==> src/rtl/regfile_write_arbiter.sv <==
// Arbitrates the single register-file write port between an ALU (A) and a load (B) source.
// Each source owns a 1-entry buffer; buffered writes commit oldest-first.
module regfile_write_arbiter #(
   parameter int unsigned DATA_W = 8,
   parameter int unsigned ADDR_W = 3,
   parameter int unsigned NREG   = 2 ** ADDR_W
) (
   input  logic              CLK,
   input  logic              RESET,
   input  logic              A_VALID,
   input  logic [ADDR_W-1:0] A_ADDR,
   input  logic [DATA_W-1:0] A_DATA,
   output logic              A_READY,
   input  logic              B_VALID,
   input  logic [ADDR_W-1:0] B_ADDR,
   input  logic [DATA_W-1:0] B_DATA,
   output logic              B_READY,
   input  logic              HOLD,
   output logic              WRITE,
   output logic [ADDR_W-1:0] INADDRESS,
   output logic [DATA_W-1:0] IN,
   output logic [NREG-1:0]   BUSY
);

   logic              a_full_q, a_full_d;
   logic              b_full_q, b_full_d;
   logic [ADDR_W-1:0] a_addr_q, a_addr_d;
   logic [ADDR_W-1:0] b_addr_q, b_addr_d;
   logic [DATA_W-1:0] a_data_q, a_data_d;
   logic [DATA_W-1:0] b_data_q, b_data_d;
   logic              a_older_q, a_older_d;

   logic a_win, b_win;
   logic a_load, b_load;
   logic a_stays, b_stays;

   always_comb begin
      a_win = 1'b0;
      b_win = 1'b0;
      if (!RESET && !HOLD) begin
         a_win = a_full_q && (!b_full_q || a_older_q);
         b_win = b_full_q && (!a_full_q || !a_older_q);
      end

      WRITE     = a_win || b_win;
      INADDRESS = '0;
      IN        = '0;
      if (a_win) begin
         INADDRESS = a_addr_q;
         IN        = a_data_q;
      end else if (b_win) begin
         INADDRESS = b_addr_q;
         IN        = b_data_q;
      end

      // A draining entry may be refilled on the same edge.
      A_READY = RESET || !a_full_q || a_win;
      B_READY = RESET || !b_full_q || b_win;

      a_load  = A_VALID && A_READY && !RESET;
      b_load  = B_VALID && B_READY && !RESET;
      a_stays = a_full_q && !a_win;
      b_stays = b_full_q && !b_win;

      a_full_d = a_load || a_stays;
      b_full_d = b_load || b_stays;
      a_addr_d = a_load ? A_ADDR : a_addr_q;
      a_data_d = a_load ? A_DATA : a_data_q;
      b_addr_d = b_load ? B_ADDR : b_addr_q;
      b_data_d = b_load ? B_DATA : b_data_q;

      // Age tracks acceptance order; a simultaneous load treats A as older.
      a_older_d = a_older_q;
      if (a_load && b_load)        a_older_d = 1'b1;
      else if (a_load && b_stays)  a_older_d = 1'b0;
      else if (b_load && a_stays)  a_older_d = 1'b1;

      BUSY = '0;
      if (!RESET) begin
         for (int r = 0; r < NREG; r++) begin
            BUSY[r] = (a_full_q && (a_addr_q == ADDR_W'(r))) ||
                      (b_full_q && (b_addr_q == ADDR_W'(r)));
         end
      end
   end

   always_ff @(posedge CLK) begin
      if (RESET) begin
         a_full_q  <= 1'b0;
         b_full_q  <= 1'b0;
         a_older_q <= 1'b1;
      end else begin
         a_full_q  <= a_full_d;
         b_full_q  <= b_full_d;
         a_older_q <= a_older_d;
      end
      a_addr_q <= a_addr_d;
      a_data_q <= a_data_d;
      b_addr_q <= b_addr_d;
      b_data_q <= b_data_d;
   end

endmodule
==> config.mk <==
export PLATFORM = sky130hd
export DESIGN_NAME = regfile_write_arbiter
export DESIGN_NICKNAME = d
export VERILOG_FILES = /design/src/rtl/regfile_write_arbiter.sv
export SDC_FILE = /design/constraint.sdc
export NUM_CORES = 1
export LEC_CHECK = 0
export ABC_AREA = 1
export BUFFER_PORTS_ARGS = -buffer_cell sky130_fd_sc_hd__buf_2
export CORE_MARGIN = 10
export CORE_UTILIZATION = 40
export DETAILED_ROUTE_END_ITERATION = 7
export PLACE_DENSITY_LB_ADDON = 0.2
export SYNTH_ARGS = -nofsm -noshare
export SYNTH_HDL_FRONTEND = slang
export SYNTH_SLANG_ARGS = --single-unit
==> constraint.sdc <==
create_clock -name CLK -period 1.8 [get_ports CLK]
set_clock_uncertainty 0.1 [all_clocks]
set_input_delay 0.18 -clock CLK [delete_from_list [all_inputs] [get_ports CLK]]
set_output_delay 0.18 -clock CLK [all_outputs]
set_load 0.01 [all_outputs]
==> results.md, run 1 <==
- The mean routed wirelength per cell is 13.5 µm.
- The data required time of the critical path is 1.52 ns.
- The classification of the worst setup path is reg2out.
- The final global-route overflow total is 0.
- After routing, the total negative slack on setup checks comes to 0 ns.
- The final antenna diode count is 0.
- After synthesis the cells add up to 0.00121 mm².
- VDD sags by at most 0.595 mV.
- The flow ran to the end, and the final reports show no timing, DRC or antenna violations.
- The endpoint identified for the worst register-to-register timing path is a_data_q[0]$_DFFE_PP_.
- STA classifies the critical path startpoint as a register.
- In this run the number of H-tree levels came out at 1.
- The number of buffers inserted during clock tree synthesis is 3.
- Cells fill 63.1% of the core in the end.
- The region available for standard cell placement spans 0.00283 mm².
- The number of standard cells after synthesis is 130.
- The total nets after synthesis is 157.
- The count of unresolved DRC violations after routing is 0.
- The TritonCTS clock tree is built.
- The post-route minimum period is 1.71 ns.
- The reg-to-reg setup timing slack is 0.33 ns.
- The total number of vias is 1,121.
- The die covers 0.00562 mm².
- For the pin with the worst max-slew slack, the measured transition is 0.258 ns.
- The peak per-stage delay on the critical path is 0.36 ns.
- Dividing the final minimum period by the clock period gives 95.0%.
- The detailed-placement wirelength estimate is 2340 µm.
- The standby leakage power is 0.837 nW.
- The global-route wire length before repair is 5240 µm.
- Setup slack closes at 0.0909 ns.
- Traced cell by cell, the critical path runs through nand2_1, nand3_4, buf_4, o22ai_2, buf_2.
- The global routing usage summed across all routing layers is 12.0%.
- The final count of pins violating max slew came to 0.
- Setup violations remaining at the end of the flow were counted as 0.
- The number of primary I/O pins is 49.
- The root buffer cell chosen for the clock tree is sky130_fd_sc_hd__clkbuf_4.
- The area overhead of the layout relative to synthesis is 47.5%.
- The first detailed-routing pass took 4 iterations.
- The startpoint of the worst-slack reg-to-reg timing path is a_full_q$_SDFF_PP0_.
- The starting density of the core is 42.8%.
- The setup slack after placement is 0.309 ns.
- The worst hold path belongs to the class in2reg.
- In the final design database the tool counted 235 nets.
- After the first detailed-routing iteration, the DRC count stood at 39.
- The sum of buffers and inverters on the critical path is 2.
- The height of the die is 75.0 µm.
- The reported max-cap violation count is 0.
- In this run the horizontal extent of the chip is 75.0 µm.
- The depth of the worst register-to-register path is 6.
- The sequential area share after synthesis is 59.6%.
- The number of cells on the worst hold path is 3.
- The worst path arrival time is 1.43 ns.
- The via-per-instance ratio is 4.71.
- The first element of the critical path is a_older_q$_SDFFE_PP1P_.
- The initial antenna violation count was 0.
- Entering global routing, the biggest net connects 16 pins.
- The critical path capture point type is an output port.
- The clock passes through at most 2 buffers.
- In this run the most critical hold path is launched from A_VALID.
- At the later pin of the worst-skew pair, clock insertion delay measures 0.31 ns.
- The worst pin sits at a relative slew slack of 82.8%.
- The floorplan has 19 rows.
- The hold violation count in the final report came to 0.
- The share of cells above drive strength 1 is 34.3%.
- After clock tree synthesis, the clock-pin slew on the worst setup and hold paths is 0.12 ns.
- The total power divided by cell area is 624 mW/mm².
- The cell family contributing the most delay on the critical path is flip-flops.
- The routed wire length is 3220 µm.
- Following the worst setup path forward leads to its endpoint at INADDRESS[0].
- The via count of the first global-routing pass is 1,170.
- The count of unique library cells instantiated by Yosys is 20.
- The average instance in the mapped netlist occupies 9.31 µm².
- The number of nets with antenna violations after detailed routing is 0.
- In this run the worst path has a maximum fanout of 7.
- During synthesis, Yosys emitted a total of 0 warnings.
- The slowest cell on the critical path is sky130_fd_sc_hd__dfxtp_1.
- Counting flops and latches in the post-synthesis netlist gives 25.
- The final weighted congestion in routability-driven placement is 0.834.
- CTS saw 25 sinks.
- The fmax is 0.585 GHz.
- The logic depth of the worst path, buffers included is 5.
- The count of buffers inserted at the top-level ports is 48.
- On the final layout, the worst hold slack is 0.0417 ns.
layout make-up:
| type | instances | area [µm²] |
|---|---|---|
| Clock inverter | 1 | 5.00 |
| Clock buffer | 3 | 22.5 |
| Timing Repair Buffer | 75 | 498 |
| Sequential cell | 25 | 722 |
| Multi-Input combinational cell | 79 | 408 |
| Inverter | 24 | 90.1 |
| Tap cell | 31 | 38.8 |
| Fill cell | 211 | 1040 |
kinds of logic (layout without fill, tap and decap cells):
kind of cell           Yosys count  in the layout  share of synthesized area [%]
DFF                             25             25                           59.6
AOI/OAI and AO/OA               23             23                           11.6
buffers and inverters           27            103                           8.89
and+or+nand+nor                 55             56                           20.0
cell usage after synthesis:
cell type	number	share of area [%]
sky130_fd_sc_hd__nor2_1	12	3.7
sky130_fd_sc_hd__o21ai_0	4	1.7
sky130_fd_sc_hd__o21ai_1	7	2.9
sky130_fd_sc_hd__a22oi_1	1	0.62
sky130_fd_sc_hd__nand2_1	27	8.4
sky130_fd_sc_hd__or2_2	1	0.52
sky130_fd_sc_hd__o21ai_2	1	0.72
sky130_fd_sc_hd__o22ai_2	2	2.1
sky130_fd_sc_hd__nor3_1	1	0.41
sky130_fd_sc_hd__inv_1	23	7.1
sky130_fd_sc_hd__nor2_4	2	1.9
sky130_fd_sc_hd__buf_4	1	0.62
sky130_fd_sc_hd__buf_2	2	0.83
sky130_fd_sc_hd__dfxtp_1	3	5.0
sky130_fd_sc_hd__a21oi_1	7	2.9
sky130_fd_sc_hd__nand3_1	11	4.5
sky130_fd_sc_hd__edfxtp_1	22	55
sky130_fd_sc_hd__inv_2	1	0.31
sky130_fd_sc_hd__a21oi_2	1	0.72
sky130_fd_sc_hd__nor2_2	1	0.52
what timing repair did:
item | CTS | global route
pin swaps | 0 | 1
hold buffers | 22 | 0
endpoints found under the setup margin | 5 | 15
gates cloned | 0 | 1
endpoints found under the hold margin | 22 | 0
setup buffers | 0 | 0
resized for setup | 1 | 3
where the power goes:
group          internal [mW]  switching (mW)  total [mW]
Combinational         0.0934           0.102       0.195
Clock                 0.0831           0.157       0.240
Sequential             0.662          0.0151       0.677
registers in the layout (all words and copies together) (netlist names):
register   flops
a_full_q       1
a_data_q       8
b_data_q       8
a_addr_q       3
b_full_q       1
b_addr_q       3
a_older_q      1
metrics by stage:
| step | instance area [µm²] | instances | power, mW |
|---|---|---|---|
| 2_1_floorplan | 1210 | 130 | 0.768 |
| 3_3_place_gp | 1510 | 211 | 0.839 |
| 3_5_place_dp | 1510 | 211 | 0.843 |
| 4_1_cts | 1770 | 237 | 1.12 |
| 5_1_grt | 1780 | 238 | 1.17 |
| 6_report | 1780 | 238 | 1.11 |
worst register-to-register path: stages (launching register included):
cell and delay (ns):
sky130_fd_sc_hd__dfxtp_1 0.35, sky130_fd_sc_hd__inv_1 0.19, sky130_fd_sc_hd__nor2_1 0.08, sky130_fd_sc_hd__o21ai_2 0.10, sky130_fd_sc_hd__nand2_1 0.09, sky130_fd_sc_hd__nor2_1 0.09, sky130_fd_sc_hd__buf_4 0.20
routing by layer:
metal	routed length, µm	global-route usage (%)	part of all wire, %
met2	1600	20.6	50
met4	72	6.09	2.2
met1	1280	13.4	40
met3	264	3.42	8.2
met5	0	0	0
how the worst min path moves through the flow:
| stage | slack, ns | endpoint |
|---|---|---|
| CTS | 0.03 | a_full_q$_SDFF_PP0_ |
| detailed placement | 0.26 | a_data_q[6]$_DFFE_PP_ |
| finish | 0.04 | a_full_q$_SDFF_PP0_ |
| floorplan | 0.18 | a_addr_q[0]$_DFFE_PP_ |
| global placement | 0.26 | b_data_q[6]$_DFFE_PP_ |
| global route | 0.04 | a_full_q$_SDFF_PP0_ |
cell usage in the layout, fill, tap and decap left out:
| cell | synthesis | routed |
|---|---|---|
| sky130_fd_sc_hd__a21oi_1 | 7 | 7 |
| sky130_fd_sc_hd__dfxtp_2 | 0 | 1 |
| sky130_fd_sc_hd__or2_2 | 1 | 1 |
| sky130_fd_sc_hd__o22ai_2 | 2 | 2 |
| sky130_fd_sc_hd__edfxtp_1 | 22 | 22 |
| sky130_fd_sc_hd__nand3_4 | 0 | 1 |
| sky130_fd_sc_hd__a22oi_1 | 1 | 1 |
| sky130_fd_sc_hd__o21ai_0 | 4 | 4 |
| sky130_fd_sc_hd__nand2_1 | 27 | 27 |
| sky130_fd_sc_hd__nor2_2 | 1 | 3 |
| sky130_fd_sc_hd__inv_2 | 1 | 1 |
| sky130_fd_sc_hd__nor2_4 | 2 | 2 |
| sky130_fd_sc_hd__a21oi_2 | 1 | 1 |
| sky130_fd_sc_hd__nor3_2 | 0 | 1 |
| sky130_fd_sc_hd__nand3_1 | 11 | 10 |
| sky130_fd_sc_hd__buf_4 | 1 | 5 |
| sky130_fd_sc_hd__buf_2 | 2 | 48 |
| sky130_fd_sc_hd__dlygate4sd3_1 | 0 | 22 |
| sky130_fd_sc_hd__o21ai_2 | 1 | 1 |
| sky130_fd_sc_hd__nor2_1 | 12 | 11 |
| sky130_fd_sc_hd__o21ai_1 | 7 | 7 |
| sky130_fd_sc_hd__clkbuf_4 | 0 | 3 |
| sky130_fd_sc_hd__dfxtp_1 | 3 | 2 |
| sky130_fd_sc_hd__inv_1 | 23 | 23 |
| sky130_fd_sc_hd__clkinv_2 | 0 | 1 |
(Power assumes the default switching activity.)
==> run 2, diff against run 1 <==
--- a/config.mk
+++ b/config.mk
@@ -5,10 +5,9 @@
 export SDC_FILE = /design/constraint.sdc
 export NUM_CORES = 1
 export LEC_CHECK = 0
-export ABC_AREA = 1
 export BUFFER_PORTS_ARGS = -buffer_cell sky130_fd_sc_hd__buf_2
 export CORE_MARGIN = 10
-export CORE_UTILIZATION = 40
+export CORE_UTILIZATION = 42
 export DETAILED_ROUTE_END_ITERATION = 7
 export PLACE_DENSITY_LB_ADDON = 0.2
 export SYNTH_ARGS = -nofsm -noshare
==> run 2 against run 1 <==
  * The run now ends with setup timing left
  * Highest routed layer unchanged
  * Register-to-register slack got worse by 0.08 ns
  * Setup slack got worse by 0.094 ns
  * Critical path depth fell by 1
  * Non-clock buffer count rose by 2
  * Critical path type unchanged
  * Synthesized cell count fell by 28%
==> results.md, run 2 <==
- The flow ran to the end, but the final reports show violations.
- The checks that failed: setup timing.
- The netlist area before placement is 0.00115 mm².
- The number of nets handed over by synthesis was 120.
- The fmax is 0.555 GHz.
- The number of standard cells after synthesis is 93.
- By area the synthesized netlist is led by sky130_fd_sc_hd__edfxtp_1 57%, sky130_fd_sc_hd__a22o_1 8.4%, sky130_fd_sc_hd__dfxtp_1 5.2%, sky130_fd_sc_hd__nor2b_1 3.3%, sky130_fd_sc_hd__nor2_1 2.6%.
- Across the VDD grid, the largest voltage drop is 0.655 mV.
- For this run, design rule violations remaining after detail routing come to 0.
- The proportion of power drawn by the clock network is 21.9%.
- The maximum number of pins on one net before global-route repair is 15.
- The final global-route overflow total is 0.
- The switching power is 264 µW.
- The share of the Yosys chip area taken by registers is 62.7%.
- The internal power contribution is 846 µW.
- The highest net fanout along the worst path is 6.
- The path class of the tightest hold or removal check is in2reg.
- The detailed router finished its first iteration with 108 violations.
- The tree built by TritonCTS fans out to 25 sinks.
- The initial antenna violation count came to 0.
- Port buffering added 48 buffers.
- Yosys mapped a number of flops with a built-in enable equal to 22.
- The biggest area contributor in the post-synthesis netlist is sky130_fd_sc_hd__edfxtp_1.
- In the synthesized netlist, the cells that appear most often are 22 x sky130_fd_sc_hd__edfxtp_1, 11 x sky130_fd_sc_hd__a22o_1, 8 x sky130_fd_sc_hd__nor2_1, 6 x sky130_fd_sc_hd__nor2b_1.
- The via-per-instance ratio is 5.30.
- The worst hold path was traced through 3 stages.
- By area, the combinational part of the netlist is dominated by compound AO/OA/AOI/OAI gates.
- Of all flip-flops after synthesis, the portion carrying an async set or reset was 0%.
- Yosys printed 0 warnings.
- The first global-routing pass estimated 5490 µm of wire.
- Setup violations remaining at the end of the flow were counted as 1.
- The count of nets left with antenna violations once routing finished came out at 0.
- The area of all placed cells without fillers is 0.00175 mm².
- The placed instance area is 0.00144 mm².
- The worst hold path terminates at b_full_q$_SDFF_PP0_.
- The clock passes through at most 2 buffers.
- The startpoint identified for the worst hold timing path is B_VALID.
- Global routing used 24.8% of the available met2 tracks.
- Setup repair after global routing could not meet its margin everywhere.
- The parity-gate share of the synthesized area counting xor and xnor cells is 0%.
- After layout, the worst path uses 100% of the clock period.
- The height of the die is 72.3 µm.
- The area overhead of the layout relative to synthesis is 52.4%.
- Of the total power, combinational logic draws 16.6%.
- The region available for standard cell placement spans 0.00254 mm².
- The post-synthesis adder-cell area fraction is 0%.
- The count of unique library cells instantiated by Yosys is 28.
- For this run, the total global-route usage over all layers was measured as 13.1%.
- For this block, the routed nets add up to 3520 µm of wire.
- The tree is rooted in a sky130_fd_sc_hd__clkbuf_4.
- The data required time of the critical path is 1.52 ns.
- After the last flow step, the layout net total stands at 199.
- The sum of buffers and inverters on the critical path is 1.
- Leaving out fill and tap cells, the most frequent cell in the layout is sky130_fd_sc_hd__buf_2.
- Counting cells, the worst reg-to-reg path comes to 4.
- The final weighted congestion in routability-driven placement is 0.889.
- The insertion delay of the later-clocked pin in the worst-skew pair is 0.30 ns.
- The final setup slack of the worst path is -0.00333 ns.
- 49 I/O pins were placed.
- Leaving out fill and tap cells, the most frequent cells in the layout are 47 x sky130_fd_sc_hd__buf_2, 22 x sky130_fd_sc_hd__edfxtp_1, 22 x sky130_fd_sc_hd__dlygate4sd3_1.
- The top cell type by area accounts for 57.5% of the synthesized area.
- In the final layout, the registers with the most flip-flops are a_data_q x8, b_data_q x8.
- The routing usage on met3 is 4.90%.
- The cell family contributing the most delay on the critical path is simple AND/OR/NAND/NOR gates.
- For this run, the leading register cell type out of synthesis is sky130_fd_sc_hd__edfxtp_1.
- The total number of vias is 1,066.
- In this design, the stage delay of the slowest critical-path cell is 0.38 ns.
- Of the cells placed in the final design, the portion with a size suffix greater than 1 is 42.1%.
- The mean routed wirelength per cell is 17.5 µm.
- In this run the static leakage power is 0.741 nW.
- For flop-to-flop paths, the worst setup slack is 0.25 ns.
- Net switching is 23.8% of the power.
- The final count of pins violating max slew came to 0.
- CTS built an H-tree with a depth of 1.
- The startpoint of the worst-slack reg-to-reg timing path is b_full_q$_SDFF_PP0_.
- STA classifies the critical path endpoint as an output port.
- The die is 72.3 µm wide.
- The classification of the worst setup path is reg2out.
- The via count of the first global-routing pass came to 1,121.
- The portion of netlist area occupied by mux cells is 0%.
- Power spread over the standard cell area amounts to 633 mW/mm².
- The hold violation count in the final report came to 0.
- Clock-pin slew was measured on the worst setup and hold paths at 0.13 ns.
- The post-synthesis share of cell area spent on and, or, nand and nor gates is 16.1%.
- In this run the critical register-to-register path is captured at a_data_q[2]$_DFFE_PP_.
- met2 is the most crowded layer.
- The floorplan has 18 rows.
- The reported max-cap violation count is 0.
- The synthesized netlist devotes 18.1% of its cell area to compound gates.
- The worst path arrival time is 1.52 ns.
- The flop and latch count out of synthesis is 25.
- The completed layout was analyzed and its total power is 1.11 mW.
- For the finished layout, the period the worst path requires is 1.80 ns.
- The critical path goes through nor2b_4, and3b_2, a22o_1, buf_2.
- Registers are responsible for 61.5% of the overall power.
- The overall die area is 0.00523 mm².
- Headroom to the max-slew limit came out at 80.1%.
- The starting density of the core is 45.2%.
- The TritonCTS clock tree is built.
- The slowest cell on the critical path is sky130_fd_sc_hd__dfxtp_4.
- Clock tree synthesis inserted a total of 3 buffers.
- The average cell area after synthesis is 12.4 µm².
- After legalization and detailed placement, the total HPWL measured 2340 µm.
- The global routing usage on met1 is 13.2%.
- STA classifies the critical path startpoint as a register.
- The most common cell in the synthesized netlist is sky130_fd_sc_hd__edfxtp_1.
- The transition at the pin with the smallest max-transition slack is 0.296 ns.
- The first-pass detailed-route iteration total is 4.
- The final antenna diode count is 0.
==> run 2: worst max path at each step <==
stage / from / end / slack, ns / cells past startpoint
after floorplan: b_full_q$_SDFF_PP0_ / a_addr_q[0]$_DFFE_PP_ / 0.12 / 3
after global placement: b_full_q$_SDFF_PP0_ / IN[0] / 0.23 / 4
after detailed placement: b_full_q$_SDFF_PP0_ / IN[0] / 0.19 / 4
after CTS: b_full_q$_SDFF_PP0_ / IN[7] / -0.005 / 4
after global routing: b_full_q$_SDFF_PP0_ / IN[4] / -0.08 / 4
final: b_full_q$_SDFF_PP0_ / IN[7] / -0.003 / 4
==> run 2: power by group through the flow <==
| stage | registers (mW) | logic (mW) | clock network [mW] |
|---|---|---|---|
| floorplan | 0.687 | 0.0725 | 0 |
| global placement | 0.693 | 0.129 | 0 |
| detailed placement | 0.695 | 0.132 | 0 |
| CTS | 0.681 | 0.175 | 0.241 |
| global route | 0.686 | 0.200 | 0.285 |
| finish | 0.682 | 0.185 | 0.243 |
==> run 2: logic make-up after synthesis <==
logic type,count (synthesis)
AOI/OAI and AO/OA,28
buffers and inverters,7
DFF,25
and+or+nand+nor,33
==> run 2: area by class of cell <==
type / instances / area (µm²)
Inverter: 3 / 11.3
Fill cell: 189 / 792
Timing Repair Buffer: 77 / 519
Sequential cell: 25 / 729
Clock inverter: 1 / 5.00
Tap cell: 30 / 37.5
Multi-Input combinational cell: 62 / 428
Clock buffer: 3 / 22.5
==> run 2: what timing repair did <==
| item | 4_1_cts | 5_1_grt |
|---|---|---|
| hold buffers | 22 | 0 |
| setup endpoints to repair | 15 | 14 |
| hold endpoints to repair | 22 | 0 |
| cloned | 1 | 0 |
| setup buffers | 1 | 3 |
| gates resized for setup | 8 | 5 |
| pin swaps | 3 | 7 |
==> run 2: stage by stage <==
step / setup TNS [ns] / std cells / worst slack (ns) / util, % / hold slack [ns]
2_1_floorplan: 0 / 93 / 0.118 / - / 0.179
3_3_place_gp: 0 / 170 / 0.226 / 56.4 / 0.257
3_5_place_dp: 0 / 170 / 0.189 / 56.4 / 0.258
4_1_cts: -0.00957 / 198 / -0.00502 / 67.3 / 0.0570
5_1_grt: -0.609 / 201 / -0.0821 / 68.9 / 0.0565
6_report: -0.00333 / 201 / -0.00333 / 68.9 / 0.0597
==> run 2: worst reg2reg max path, stage by stage (launching register included) <==
cell                      delay, ns
sky130_fd_sc_hd__dfxtp_4       0.38
sky130_fd_sc_hd__nor2b_4       0.14
sky130_fd_sc_hd__o21ai_0       0.22
sky130_fd_sc_hd__nor3b_2       0.21
sky130_fd_sc_hd__buf_4         0.23
==> run 2: per-layer routing <==
layer	wire (µm)	part of all wire [%]	up-vias
li1	-	-	516
met1	1240	35	497
met2	1930	55	45
met3	310	8.8	8
met4	38	1.1	0
met5	0	0	-
==> run 3, diff against run 2 <==
--- a/config.mk
+++ b/config.mk
@@ -10,6 +10,8 @@
 export CORE_UTILIZATION = 42
 export DETAILED_ROUTE_END_ITERATION = 7
 export PLACE_DENSITY_LB_ADDON = 0.2
+export REMOVE_ABC_BUFFERS = 1
+export SETUP_SLACK_MARGIN = 0.5
 export SYNTH_ARGS = -nofsm -noshare
 export SYNTH_HDL_FRONTEND = slang
 export SYNTH_SLANG_ARGS = --single-unit
==> run 3 against run 2 <==
  * Die area did not move
  * Routed wire length rose by 11%
  * First-iteration DRC count fell by 46%
  * Maximum frequency fell by 3.0%
  * Critical endpoint is now IN[2]
  * Non-clock buffer count is 18 higher
  * Largest cell class unchanged
  * Via count is 8.0% higher
  * The flow still finishes with violations (setup timing)
  * Cell area rose by 18%
==> results.md, run 3 (synthesis results as in run 2) <==
- The flow ran to the end, but the final reports show violations.
- STA classifies the critical path startpoint as a register.
- The sum of buffers and inverters on the critical path is 2.
- The area growth from synthesis to layout is 80.1%.
- The worst register-to-register path begins at b_full_q$_SDFF_PP0_.
- At the worst endpoint, the arrival time is 1.58 ns.
- The peak per-stage delay on the critical path is 0.36 ns.
- The part of the total power dissipated in sequential elements is 56.4%.
- In this run the worst path has a maximum fanout of 6.
- Entering global routing, the biggest net connects 16 pins.
- After clock tree synthesis, the clock-pin slew on the worst setup and hold paths is 0.13 ns.
- The detailed router placed 1,151 vias in this run.
- The initial utilization of the core area, before any placement, comes to 45.2%.
- The first global-routing pass estimated 6210 µm of wire.
- Dividing total power by cell area gives a power density of 582 mW/mm².
- The largest registers in the layout are a_data_q x8, b_data_q x8.
- In this run the static leakage power is 0.878 nW.
- The reg-to-reg setup timing slack is 0.18 ns.
- The floorplan has 18 rows.
- The endpoint identified for the worst register-to-register timing path is a_addr_q[2]$_DFFE_PP_.
- The mean routed wirelength per cell is 17.9 µm.
- Combinational logic is responsible for 22.2% of the overall power.
- Of the cells placed in the final design, the portion with a size suffix greater than 1 is 60.8%.
- Cells fill 81.4% of the core in the end.
- The internal portion of the total power is 898 µW.
- The portion of the clock cycle consumed by the worst path in the final layout is 103%.
- The die is 72.3 µm wide.
- The fill cell instance count of the final layout is 143.
- VDD sags by at most 0.535 mV.
- Setup repair after global routing could not meet its margin everywhere.
- Setup violations remaining at the end of the flow were counted as 11.
- The slowest cell on the critical path is sky130_fd_sc_hd__dfxtp_2.
- The switching part of the total power is 25.5%.
- Headroom to the max-slew limit came out at 71.2%.
- After layout, the worst setup slack is -0.0582 ns.
- The TritonCTS clock tree is built.
- The area of the core region is 0.00254 mm².
- The critical path capture point type is an output port.
- The worst hold path terminates at a_full_q$_SDFF_PP0_.
- CTS built an H-tree with a depth of 1.
- The most common library cell in the layout ignoring fill and taps is sky130_fd_sc_hd__buf_2.
- The power consumption is 1.21 mW.
- In this run, the number of DRC markers left after iteration 0 of detailed routing was 58.
- The reported max-cap violation count is 0.
- The count of buffers inserted at the top-level ports is 48.
- In this run the count of I/O pins placed on the die edge is 49.
- The launch point of the worst hold path is RESET.
- The detailed-placement wirelength estimate is 2230 µm.
- The clock net in this run drives a total of 25 sinks.
- The cell sitting at the root of the clock tree is a sky130_fd_sc_hd__clkbuf_4.
- Counting instances, the worst hold path has a depth of 3.
- The final count of pins violating max slew is 0.
- For this run the aggregate overflow at the end of global routing stands at 0.
- The classification of the worst setup path is reg2out.
- The worst hold path belongs to the class in2reg.
- The switching power is 308 µW.
- The die covers 0.00523 mm².
- The first-pass detailed-route iteration total is 4.
- The buffer levels on the longest clock path is 2.
- The count of nets after finishing is 217.
- After detailed routing, the number of vias per cell comes to 5.26.
- At the placement stage, the worst setup path has a slack of 0.0909 ns.
- The routed design has 3920 µm of wire.
- The initial antenna violation count is 0.
- In the layout the commonest cells are 46 x sky130_fd_sc_hd__buf_2, 22 x sky130_fd_sc_hd__edfxtp_1, 22 x sky130_fd_sc_hd__dlygate4sd3_1.
- The number of antenna diodes in the final layout is 0.
- The final weighted congestion in routability-driven placement is 0.899.
- The number of nets with antenna violations after detailed routing is 0.
- Traced cell by cell, the critical path runs through buf_6, nor2b_4, and3b_2, a22o_1, buf_2.
- The insertion delay of the later-clocked pin in the worst-skew pair is 0.31 ns.
- The worst register-to-register path has a depth of 6.
- The post-route minimum period is 1.86 ns.
- The hold violation count in the final report is 0.
- The final-layout worst hold slack is 0.106 ns.
- For the worst setup path, the data required time is 1.52 ns.
- TritonCTS created 3 clock buffers.
- The total negative slack for setup checks is -0.240 ns.
- The final reports fail on setup timing.
- The global routing usage summed across all routing layers is 14.6%.
- The count of unresolved DRC violations after routing is 0.
- The height of the die is 72.3 µm.
- The proportion of power drawn by the clock network is 21.5%.
- The via count of the first global-routing pass is 1,312.
- The fmax is 0.538 GHz.
- The transition at the pin with the smallest max-transition slack is 0.428 ns.
- The cell family contributing the most delay on the critical path is simple AND/OR/NAND/NOR gates.
## run 3: cell types whose count changed in the layout (fill, tap and decap cells not counted), sizes merged
cell | previous run | this run
buf | 55 | 73
clkinv | 1 | 0
clkinvlp | 0 | 1
## run 3: worst max path at each step
stage                        startpoint               endpoint  depth (start not counted)
floorplan           b_full_q$_SDFF_PP0_  a_addr_q[0]$_DFFE_PP_                          3
global placement                  RESET           INADDRESS[1]                          6
detailed placement                 HOLD  b_data_q[1]$_DFFE_PP_                          4
CTS                 b_full_q$_SDFF_PP0_                  IN[1]                          5
global route        b_full_q$_SDFF_PP0_                  IN[2]                          5
finish              b_full_q$_SDFF_PP0_                  IN[2]                          5
## run 3: cell type report
class,instances,area [µm²],share of cell area [%]
multi-input combinational,62,576,27.8
timing repair buffer,95,692,33.4
inverter,3,11.3,0.544
tap,30,37.5,1.81
clock buffer,3,22.5,1.09
sequential,25,724,35.0
clock inverter,1,7.51,0.363
## run 3: layer usage
| layer | vias to the layer above | global-route usage [%] | part of all wire (%) |
|---|---|---|---|
| met5 | - | 0 | 0 |
| met3 | 4 | 4.76 | 7.6 |
| li1 | 548 | - | - |
| met2 | 43 | 26.3 | 52 |
| met4 | 0 | 3.44 | 0.36 |
| met1 | 556 | 16.1 | 39 |
## run 3: what timing repair did
item	4_1_cts	5_1_grt
hold endpoints to repair	22	0
buffers inserted	13	3
pin swaps	21	10
setup endpoints to repair	44	45
gates cloned	1	0
hold buffers	22	0
resized for setup	39	11
## run 3: stage by stage
step / area [µm²] / std cells
CTS: 2000 / 216
global placement: 1480 / 176
finish: 2070 / 219
floorplan: 1120 / 89
global route: 2070 / 219
detailed placement: 1480 / 176
## run 3: tightest hold or removal path, stage by stage
cell and delay [ns]:
sky130_fd_sc_hd__buf_2 0.10, sky130_fd_sc_hd__buf_4 0.16, sky130_fd_sc_hd__a21oi_1 0.05
## run 3: power by group through the flow
stage               combinational (mW)  sequential, mW  clock (mW)
floorplan                       0.0626           0.690           0
global placement                 0.148           0.687           0
detailed placement               0.150           0.689           0
CTS                              0.243           0.678       0.255
global route                     0.288           0.682       0.289
finish                           0.267           0.680       0.259
